`config.mk`:
```
export PLATFORM = sky130hd
export DESIGN_NAME = pi_cfg_writer_flat
export DESIGN_NICKNAME = d
export VERILOG_FILES = /design/src/rtl/pi_pkg.sv /design/src/rtl/pi_cfg_writer_if.sv /design/src/rtl/cfg_req_fifo.sv /design/src/rtl/pi_cfg_writer.sv /design/src/flat_wrapper.sv
export SDC_FILE = /design/constraint.sdc
export NUM_CORES = 1
export LEC_CHECK = 0
export CELL_PAD_IN_SITES_DETAIL_PLACEMENT = 1
export CELL_PAD_IN_SITES_GLOBAL_PLACEMENT = 1
export CORE_MARGIN = 8
export CORE_UTILIZATION = 32
export DETAILED_ROUTE_END_ITERATION = 8
export GPL_ROUTABILITY_DRIVEN = 0
export PLACE_DENSITY_LB_ADDON = 0.05
export SLEW_MARGIN = 20
export SYNTH_ARGS = -nofsm -noshare
export SYNTH_HDL_FRONTEND = slang
export SYNTH_HIERARCHICAL = 1
export SYNTH_SLANG_ARGS = --single-unit
```
`constraint.sdc`:
```
create_clock -name clk -period 2.1 [get_ports clk]
set_input_delay 0.525 -clock clk [delete_from_list [all_inputs] [get_ports clk]]
set_output_delay 0.525 -clock clk [all_outputs]
set_load 0.03 [all_outputs]
```
`src/rtl/pi_pkg.sv`:
```
`timescale 1ns/1ps
`default_nettype none
// ============================================================================
//  Module      : pi_pkg
//  Description : Shared types for the PiBus config-register write path.
//  Revision    : 1.0 - initial release
// ============================================================================
package pi_pkg;

    localparam int CFG_REGS = 16;
    localparam int CFG_AW   = $clog2(CFG_REGS);

    // One queued config write: target register index and value.
    typedef struct packed {
        logic [CFG_AW-1:0] addr;
        logic [7:0]        data;
    } cfg_req_t;

    typedef enum logic [2:0] {
        CW_IDLE   = 3'd0,
        CW_WRITE  = 3'd1,
        CW_SETTLE = 3'd2,
        CW_VERIFY = 3'd3,
        CW_DONE   = 3'd4,
        CW_ERR    = 3'd5
    } cw_state_t;

endpackage
`default_nettype wire

```
`src/rtl/pi_cfg_writer_if.sv`:
```
`timescale 1ns/1ps
`default_nettype none
// ============================================================================
//  Module      : pi_cfg_writer_if
//  Description : Request handshake plus PiBus write/readback signals of the
//                config writer. The writer is the PiBus master; the slave
//                side is the request source together with the cfg file.
//  Revision    : 1.0 - initial release
// ============================================================================
interface pi_cfg_writer_if;
    import pi_pkg::*;

    logic              req_valid;
    logic              req_ready;
    logic [CFG_AW-1:0] req_addr;
    logic [7:0]        req_data;

    logic              pi_act;
    logic              pi_we;
    logic              pi_ce_cfg;
    logic [CFG_AW-1:0] pi_addr;
    logic [7:0]        pi_dato;
    logic [7:0]        pi_di;

    modport master (
        input  req_valid, req_addr, req_data, pi_di,
        output req_ready, pi_act, pi_we, pi_ce_cfg, pi_addr, pi_dato
    );

    modport slave (
        output req_valid, req_addr, req_data, pi_di,
        input  req_ready, pi_act, pi_we, pi_ce_cfg, pi_addr, pi_dato
    );

endinterface
`default_nettype wire

```
`src/rtl/cfg_req_fifo.sv`:
```
`timescale 1ns/1ps
`default_nettype none
// ============================================================================
//  Module      : cfg_req_fifo
//  Description : Small synchronous FIFO of cfg_req_t. Pointers carry one extra
//                wrap bit so full and empty are told apart without a counter.
//  Revision    : 1.0 - initial release
// ============================================================================
module cfg_req_fifo
    import pi_pkg::*;
#(
    parameter int DEPTH = 4
) (
    input  wire logic     clk,
    input  wire logic     rst_n,
    input  wire logic     push,
    input  wire cfg_req_t push_data,
    input  wire logic     pop,
    output cfg_req_t      pop_data,
    output logic          full,
    output logic          empty
);

    localparam int c_aw = $clog2(DEPTH);

    logic [c_aw:0] r_wr_ptr;
    logic [c_aw:0] r_rd_ptr;
    cfg_req_t      r_mem [DEPTH];
    logic          w_do_push;
    logic          w_do_pop;

    // Blocked operations are dropped here so the caller never corrupts the pointers.
    assign w_do_push = push && !full;
    assign w_do_pop  = pop && !empty;

    assign empty    = (r_wr_ptr == r_rd_ptr);
    assign full     = (r_wr_ptr[c_aw] != r_rd_ptr[c_aw]) &&
                      (r_wr_ptr[c_aw-1:0] == r_rd_ptr[c_aw-1:0]);
    assign pop_data = r_mem[r_rd_ptr[c_aw-1:0]];

    // Pointer update; the queue is discarded on reset.
    always_ff @(posedge clk or negedge rst_n) begin
        if (!rst_n) begin
            r_wr_ptr <= '0;
            r_rd_ptr <= '0;
        end else begin
            if (w_do_push) r_wr_ptr <= r_wr_ptr + (c_aw+1)'(1);
            if (w_do_pop)  r_rd_ptr <= r_rd_ptr + (c_aw+1)'(1);
        end
    end

    // Payload storage needs no reset: empty is decided by the pointers alone.
    always_ff @(posedge clk) begin
        if (w_do_push) r_mem[r_wr_ptr[c_aw-1:0]] <= push_data;
    end

endmodule
`default_nettype wire

```
`src/rtl/pi_cfg_writer.sv`:
```
`timescale 1ns/1ps
`default_nettype none
// ============================================================================
//  Module      : pi_cfg_writer
//  Description : Queues config-register writes and issues them as PiBus write
//                cycles into the cfg file, optionally reading each one back
//                and retrying on mismatch before flagging an error.
//  Revision    : 1.0 - initial release
// ============================================================================
module pi_cfg_writer
    import pi_pkg::*;
#(
    parameter int FIFO_DEPTH = 4,
    parameter int SETTLE_CYC = 2,
    parameter int VERIFY     = 1,
    parameter int MAX_RETRY  = 2
) (
    input  wire logic         clk,
    input  wire logic         rst_n,
    pi_cfg_writer_if.master   bus,
    output logic              busy,
    output logic              done,
    output logic              err,
    output logic [CFG_AW-1:0] err_addr,
    output logic [7:0]        err_cnt
);

    localparam int c_sc_w = (SETTLE_CYC > 1) ? $clog2(SETTLE_CYC) : 1;
    localparam int c_rt_w = (MAX_RETRY > 0) ? $clog2(MAX_RETRY + 1) : 1;
    localparam logic [c_sc_w-1:0] c_settle_load = c_sc_w'(SETTLE_CYC - 1);
    localparam logic [c_rt_w-1:0] c_max_retry   = c_rt_w'(MAX_RETRY);

    cw_state_t         r_state;
    cw_state_t         w_state_nxt;
    cfg_req_t          r_hold;
    logic [c_sc_w-1:0] r_settle;
    logic [c_rt_w-1:0] r_retry;
    logic [CFG_AW-1:0] r_err_addr;
    logic [7:0]        r_err_cnt;

    logic              w_fifo_pop;
    cfg_req_t          w_fifo_dout;
    logic              w_fifo_full;
    logic              w_fifo_empty;
    logic              w_retry_inc;
    logic              w_retry_clr;
    logic              w_err_log;

    cfg_req_fifo #(
        .DEPTH     (FIFO_DEPTH)
    ) u_fifo (
        .clk       (clk),
        .rst_n     (rst_n),
        .push      (bus.req_valid),
        .push_data ('{addr: bus.req_addr, data: bus.req_data}),
        .pop       (w_fifo_pop),
        .pop_data  (w_fifo_dout),
        .full      (w_fifo_full),
        .empty     (w_fifo_empty)
    );

    // req_ready derives only from FIFO pointer flops, so the full case blocks a push
    // even when the FSM pops in the same cycle.
    assign bus.req_ready = !w_fifo_full;

    // Moore outputs: everything decodes from flops so reset clears them immediately.
    assign bus.pi_act    = (r_state == CW_WRITE);
    assign bus.pi_we     = (r_state == CW_WRITE);
    assign bus.pi_ce_cfg = (r_state == CW_WRITE) || (r_state == CW_SETTLE) ||
                           (r_state == CW_VERIFY);
    assign bus.pi_addr   = r_hold.addr;
    assign bus.pi_dato   = r_hold.data;
    assign busy          = !w_fifo_empty || (r_state != CW_IDLE);
    assign done          = (r_state == CW_DONE) || (r_state == CW_ERR);
    assign err           = (r_state == CW_ERR);
    assign err_addr      = r_err_addr;
    assign err_cnt       = r_err_cnt;

    // State register.
    always_ff @(posedge clk or negedge rst_n) begin
        if (!rst_n) r_state <= CW_IDLE;
        else        r_state <= w_state_nxt;
    end

    // Next-state decode and per-state control strobes.
    always_comb begin
        w_state_nxt = r_state;
        w_fifo_pop  = 1'b0;
        w_retry_inc = 1'b0;
        w_retry_clr = 1'b0;
        w_err_log   = 1'b0;
        case (r_state)
            CW_IDLE: begin
                if (!w_fifo_empty) begin
                    w_fifo_pop  = 1'b1;
                    w_state_nxt = CW_WRITE;
                end
            end
            CW_WRITE:  w_state_nxt = CW_SETTLE;
            CW_SETTLE: begin
                if (r_settle == '0) w_state_nxt = (VERIFY != 0) ? CW_VERIFY : CW_DONE;
            end
            CW_VERIFY: begin
                if (bus.pi_di == r_hold.data) begin
                    w_state_nxt = CW_DONE;
                end else if (r_retry < c_max_retry) begin
                    w_retry_inc = 1'b1;
                    w_state_nxt = CW_WRITE;
                end else begin
                    w_state_nxt = CW_ERR;
                end
            end
            CW_DONE: begin
                w_retry_clr = 1'b1;
                w_state_nxt = CW_IDLE;
            end
            CW_ERR: begin
                w_retry_clr = 1'b1;
                w_err_log   = 1'b1;
                w_state_nxt = CW_IDLE;
            end
            default: w_state_nxt = CW_IDLE;
        endcase
    end

    // Hold registers, settle/retry counters and sticky error bookkeeping.
    always_ff @(posedge clk or negedge rst_n) begin
        if (!rst_n) begin
            r_hold     <= '0;
            r_settle   <= '0;
            r_retry    <= '0;
            r_err_addr <= '0;
            r_err_cnt  <= '0;
        end else begin
            if (w_fifo_pop) r_hold <= w_fifo_dout;

            if (r_state == CW_WRITE) begin
                r_settle <= c_settle_load;
            end else if ((r_state == CW_SETTLE) && (r_settle != '0)) begin
                r_settle <= r_settle - c_sc_w'(1);
            end

            if (w_retry_clr)      r_retry <= '0;
            else if (w_retry_inc) r_retry <= r_retry + c_rt_w'(1);

            if (w_err_log) begin
                r_err_addr <= r_hold.addr;
                if (r_err_cnt != 8'hFF) r_err_cnt <= r_err_cnt + 8'd1;
            end
        end
    end

endmodule
`default_nettype wire

```
`src/flat_wrapper.sv`:
```
// flat-port wrapper written by rule: the top's interface ports become plain ports
module pi_cfg_writer_flat import pi_pkg::*;
#(
    parameter int FIFO_DEPTH = 4,
    parameter int SETTLE_CYC = 2,
    parameter int VERIFY     = 1,
    parameter int MAX_RETRY  = 2
)
  (clk, rst_n, busy, done, err, err_addr, err_cnt, bus_req_valid, bus_req_addr, bus_req_data, bus_pi_di, bus_req_ready, bus_pi_act, bus_pi_we, bus_pi_ce_cfg, bus_pi_addr, bus_pi_dato);
  pi_cfg_writer_if bus_i ();
  input  wire logic clk;
  input  wire logic rst_n;
  output logic busy;
  output logic done;
  output logic err;
  output logic [CFG_AW-1:0] err_addr;
  output logic [7:0] err_cnt;
  input wire logic [$bits(bus_i.req_valid)-1:0] bus_req_valid;
  input wire logic [$bits(bus_i.req_addr)-1:0] bus_req_addr;
  input wire logic [$bits(bus_i.req_data)-1:0] bus_req_data;
  input wire logic [$bits(bus_i.pi_di)-1:0] bus_pi_di;
  output wire logic [$bits(bus_i.req_ready)-1:0] bus_req_ready;
  output wire logic [$bits(bus_i.pi_act)-1:0] bus_pi_act;
  output wire logic [$bits(bus_i.pi_we)-1:0] bus_pi_we;
  output wire logic [$bits(bus_i.pi_ce_cfg)-1:0] bus_pi_ce_cfg;
  output wire logic [$bits(bus_i.pi_addr)-1:0] bus_pi_addr;
  output wire logic [$bits(bus_i.pi_dato)-1:0] bus_pi_dato;
  assign bus_i.req_valid = bus_req_valid;
  assign bus_i.req_addr = bus_req_addr;
  assign bus_i.req_data = bus_req_data;
  assign bus_i.pi_di = bus_pi_di;
  assign bus_req_ready = bus_i.req_ready;
  assign bus_pi_act = bus_i.pi_act;
  assign bus_pi_we = bus_i.pi_we;
  assign bus_pi_ce_cfg = bus_i.pi_ce_cfg;
  assign bus_pi_addr = bus_i.pi_addr;
  assign bus_pi_dato = bus_i.pi_dato;
  pi_cfg_writer #(.FIFO_DEPTH(FIFO_DEPTH), .SETTLE_CYC(SETTLE_CYC), .VERIFY(VERIFY), .MAX_RETRY(MAX_RETRY)) u_core (.clk(clk), .rst_n(rst_n), .bus(bus_i), .busy(busy), .done(done), .err(err), .err_addr(err_addr), .err_cnt(err_cnt));
endmodule
```
==> results.py <==
metrics = {
    "logic_synthesis": {
        "synth_top_cells_by_count": "edfxtp_1 (48), dfrtp_1 (36), xor2_1 (14)",
        "synth-simple-area-share": 0.0733,
        "synth_compound_area_frac": 0.0531,
        "avgSynthCellArea_um2": 16.0,
        "synth_adder_area_share": 0.0202,
        "yosysSeqAreaShare": 0.629,
        "yosysMostFrequentCell": "edfxtp_1",
        "synthXorXnorAreaFrac": 0.0649,
        "ys_seq_elements": 84,
        "syn-cell-area_um2": 3720,
        "synth_edf_count": 48,
        "yosysTopAreaCell": "edfxtp_1",
        "syn_nets": 261,
        "synth.area.top_cells": "edfxtp_1 (39%), dfrtp_1 (24%), mux4_2 (7.3%)",
        "async_reset_ff_frac": 0.429,
        "synth_top_area_share": 0.387,
        "synth_cell_types": 43,
        "yosys_warnings": 6,
        "synth_ff_type": "edfxtp_1",
        "synthCells": 232,
        "synthMuxAreaShare": 0.129,
        "synth_top_family_by_area": "multiplexers",
    },
    "sta": {
        "period_needed_ns": 2.03,
        "drv_slew": 0,
        "fin_setup_tns_ns": 0,
        "fmax_ghz": 0.492,
        "skew_ns": 0.00380,
        "grt_setup_unrepaired": "yes",
        "relSlewSlack": 0.684,
        "hold_violations": 0,
        "layout_setup_ws_ns": 0.0684,
        "tightestPinTransition_ns": 0.474,
        "post-route-period-util": 0.967,
        "setup_viol": 0,
    },
    "die": {
        "die_area_um2": 15300,
        "rows": 39,
        "ios": 54,
        "die_height_um": 124,
        "initial_core_util": 0.328,
        "coreArea_um2": 11400,
        "die_w_um": 124,
    },
    "cts": {
        "insertion_delay_ns": 0.34,
        "cts_root_buf": "clkbuf_16",
        "cts-buffers-inserted": 9,
        "cts.sinks": 84,
        "clock_path_buffers": 2,
        "postCtsHoldBufs": 0,
        "cts_tree": "done",
        "clkTransAtPathRegs_ns": 0.06,
        "cts.htree.levels": 3,
    },
    "detailed_routing": {
        "vias": 2187,
        "drt_wl_total_um": 8090,
        "dr.pass1.iters": 4,
        "vias_per_cell": 4.73,
        "routedWlPerCell_um": 17.5,
        "dr.first_iter.drc_count": 99,
        "drc": 0,
        "drtAntennaViolNets": 0,
    },
    "critical_path": {
        "critPathKind": "flop to output port",
        "critPathBufInv": 1,
        "cp-start-kind": "flop",
        "crit-reg2reg-capture": "u_core/bus.pi_dato[7]",
        "path_delay_family": "buffers and inverters",
        "critPathMaxFanout": 6,
        "rrSetupSlack_ns": 0.25,
        "endpoint_kind": "output port",
        "crit_chain": "clkdlybuf4s50_1",
        "max_stage_delay_ns": 0.72,
        "ff2ff_path_depth": 7,
        "arrival_ns": 1.51,
        "slowest_stage": "clkdlybuf4s50_1",
        "critPathRequiredTime_ns": 1.57,
        "reg2reg_from": "u_core/u_fifo/r_rd_ptr[1]",
    },
    "flow_run": {
        "cap_violations": 0,
    },
    "status": {
        "outcome": "finished, final reports clean",
    },
    "grt": {
        "grt_util_met3": 0.0539,
        "grt_start_max_net_pins": 37,
        "antenna_found_initial": 0,
        "grt_pass1_vias": 2370,
        "groute.usage.overall": 0.118,
        "grt.met2_usage": 0.188,
        "grt_busiest_layer": "met2",
        "grt_first_pass_wirelength_um": 13300,
        "met1_usage": 0.141,
        "grt-ovfl-total": 0,
    },
    "placed_design": {
        "place_hpwl_um": 5820,
        "port_buffers": 53,
        "pre_cts_slack_ns": -0.0128,
    },
    "layout": {
        "diodes": 0,
        "area_growth_pct": 32.4,
        "drive_gt1_frac": 0.301,
        "fin_nets": 344,
    },
    "power": {
        "power_density_nw_per_um2": 1620,
        "peakVddDrop_v": 0.000772,
        "p_leak_nw": 1.93,
    },
    "min_path": {
        "hp-class": "input port to async pin",
    },
}
cell usage in the layout, fill, tap and decap left out, types with 2 or more instances in the layout:
cell	synthesis	layout
a211oi_1	2	2
a21oi_1	4	4
and2_1	2	2
and3_1	3	3
buf_12	0	4
buf_2	1	2
buf_4	4	25
buf_6	4	3
clkbuf_16	0	9
clkdlybuf4s50_1	0	44
clkinvlp_4	0	2
dfrtp_1	36	36
dlygate4sd2_1	0	3
edfxtp_1	48	48
ha_1	6	6
inv_1	8	6
inv_2	0	2
mux2_2	8	8
mux2_4	8	8
mux4_2	12	12
nand2_1	8	8
nand2b_1	3	3
nand3_1	9	9
nand4_1	3	3
nor2_1	9	9
nor3_1	4	2
nor3_2	1	3
nor4_2	2	2
o21ai_0	4	4
o31ai_1	2	2
o31ai_2	2	2
xnor2_1	8	7
xor2_1	14	14
xor2_2	2	2
through the flow:
step                cell area (µm²)  hold slack, ns  utilization  total power, mW  std cells
CTS                            4930           0.235        0.434             8.13        462
finish                         4930           0.216        0.434             7.97        462
global placement               4590           0.486        0.404             6.40        445
global route                   4930           0.247        0.434             8.50        462
detailed placement             4590           0.492        0.404             6.44        445
floorplan                      3730           0.229            -             4.97        232
how the worst max path moves through the flow:
stage | cells past startpoint | to | startpoint | slack [ns]
global placement | 5 | busy | u_core/u_fifo/r_rd_ptr[2] | -0.007
global route | 5 | busy | u_core/u_fifo/r_rd_ptr[2] | -0.01
finish | 1 | err_cnt[3] | u_core/err_cnt[3] | 0.07
CTS | 5 | busy | u_core/u_fifo/r_rd_ptr[2] | -0.08
floorplan | 4 | busy | u_core/u_fifo/r_rd_ptr[0] | 0.13
detailed placement | 5 | busy | u_core/u_fifo/r_rd_ptr[1] | -0.01
cell type report:
cell class / instances / area, µm²
Clock buffer: 10 / 229
Clock inverter: 5 / 62.6
Fill cell: 1166 / 6440
Inverter: 8 / 30.0
Multi-Input combinational cell: 130 / 1300
Sequential cell: 84 / 2340
Tap cell: 143 / 179
Timing Repair Buffer: 82 / 791
sequential cells by signal (all words and copies together), names as in the netlist:
name                    count
u_core/r_settle             1
u_core/r_state              3
u_core/u_fifo/r_mem        48
u_core/r_retry              2
u_core/bus.pi_addr          4
u_core/u_fifo/r_wr_ptr      3
u_core/u_fifo/r_rd_ptr      3
u_core/err_addr             4
u_core/err_cnt              8
u_core/bus.pi_dato          8
where the power goes:
part	internal, mW	switching (mW)	leakage, nW
registers	2.27	0.327	0.885
logic	1.88	1.95	0.905
clock network	0.920	0.627	0.135
total	5.07	2.91	1.93
timing repair:
item / in CTS / in global routing
setup endpoints to repair: 5 / 4
resized for setup: 12 / 9
pin swaps: 2 / 1
setup buffers: 2 / 1
metal layers:
metal  routed length, µm  up-vias
li1                    -     1029
met1                3400     1100
met2                3980       51
met3                 609        7
met4                 100        0
met5                   0        -
logic make-up (layout without fill, tap and decap cells):
| kind of cell | count (synthesis) | count (layout) |
|---|---|---|
| adder cells (fa/ha/maj) | 6 | 6 |
| AND/OR/NAND/NOR | 47 | 47 |
| flip-flops | 84 | 84 |
| XOR/XNOR | 25 | 25 |
| multiplexers | 28 | 28 |
| AO/OA/AOI/OAI | 24 | 24 |
| buffers and inverters | 18 | 105 |
(Power assumes the default switching activity.)
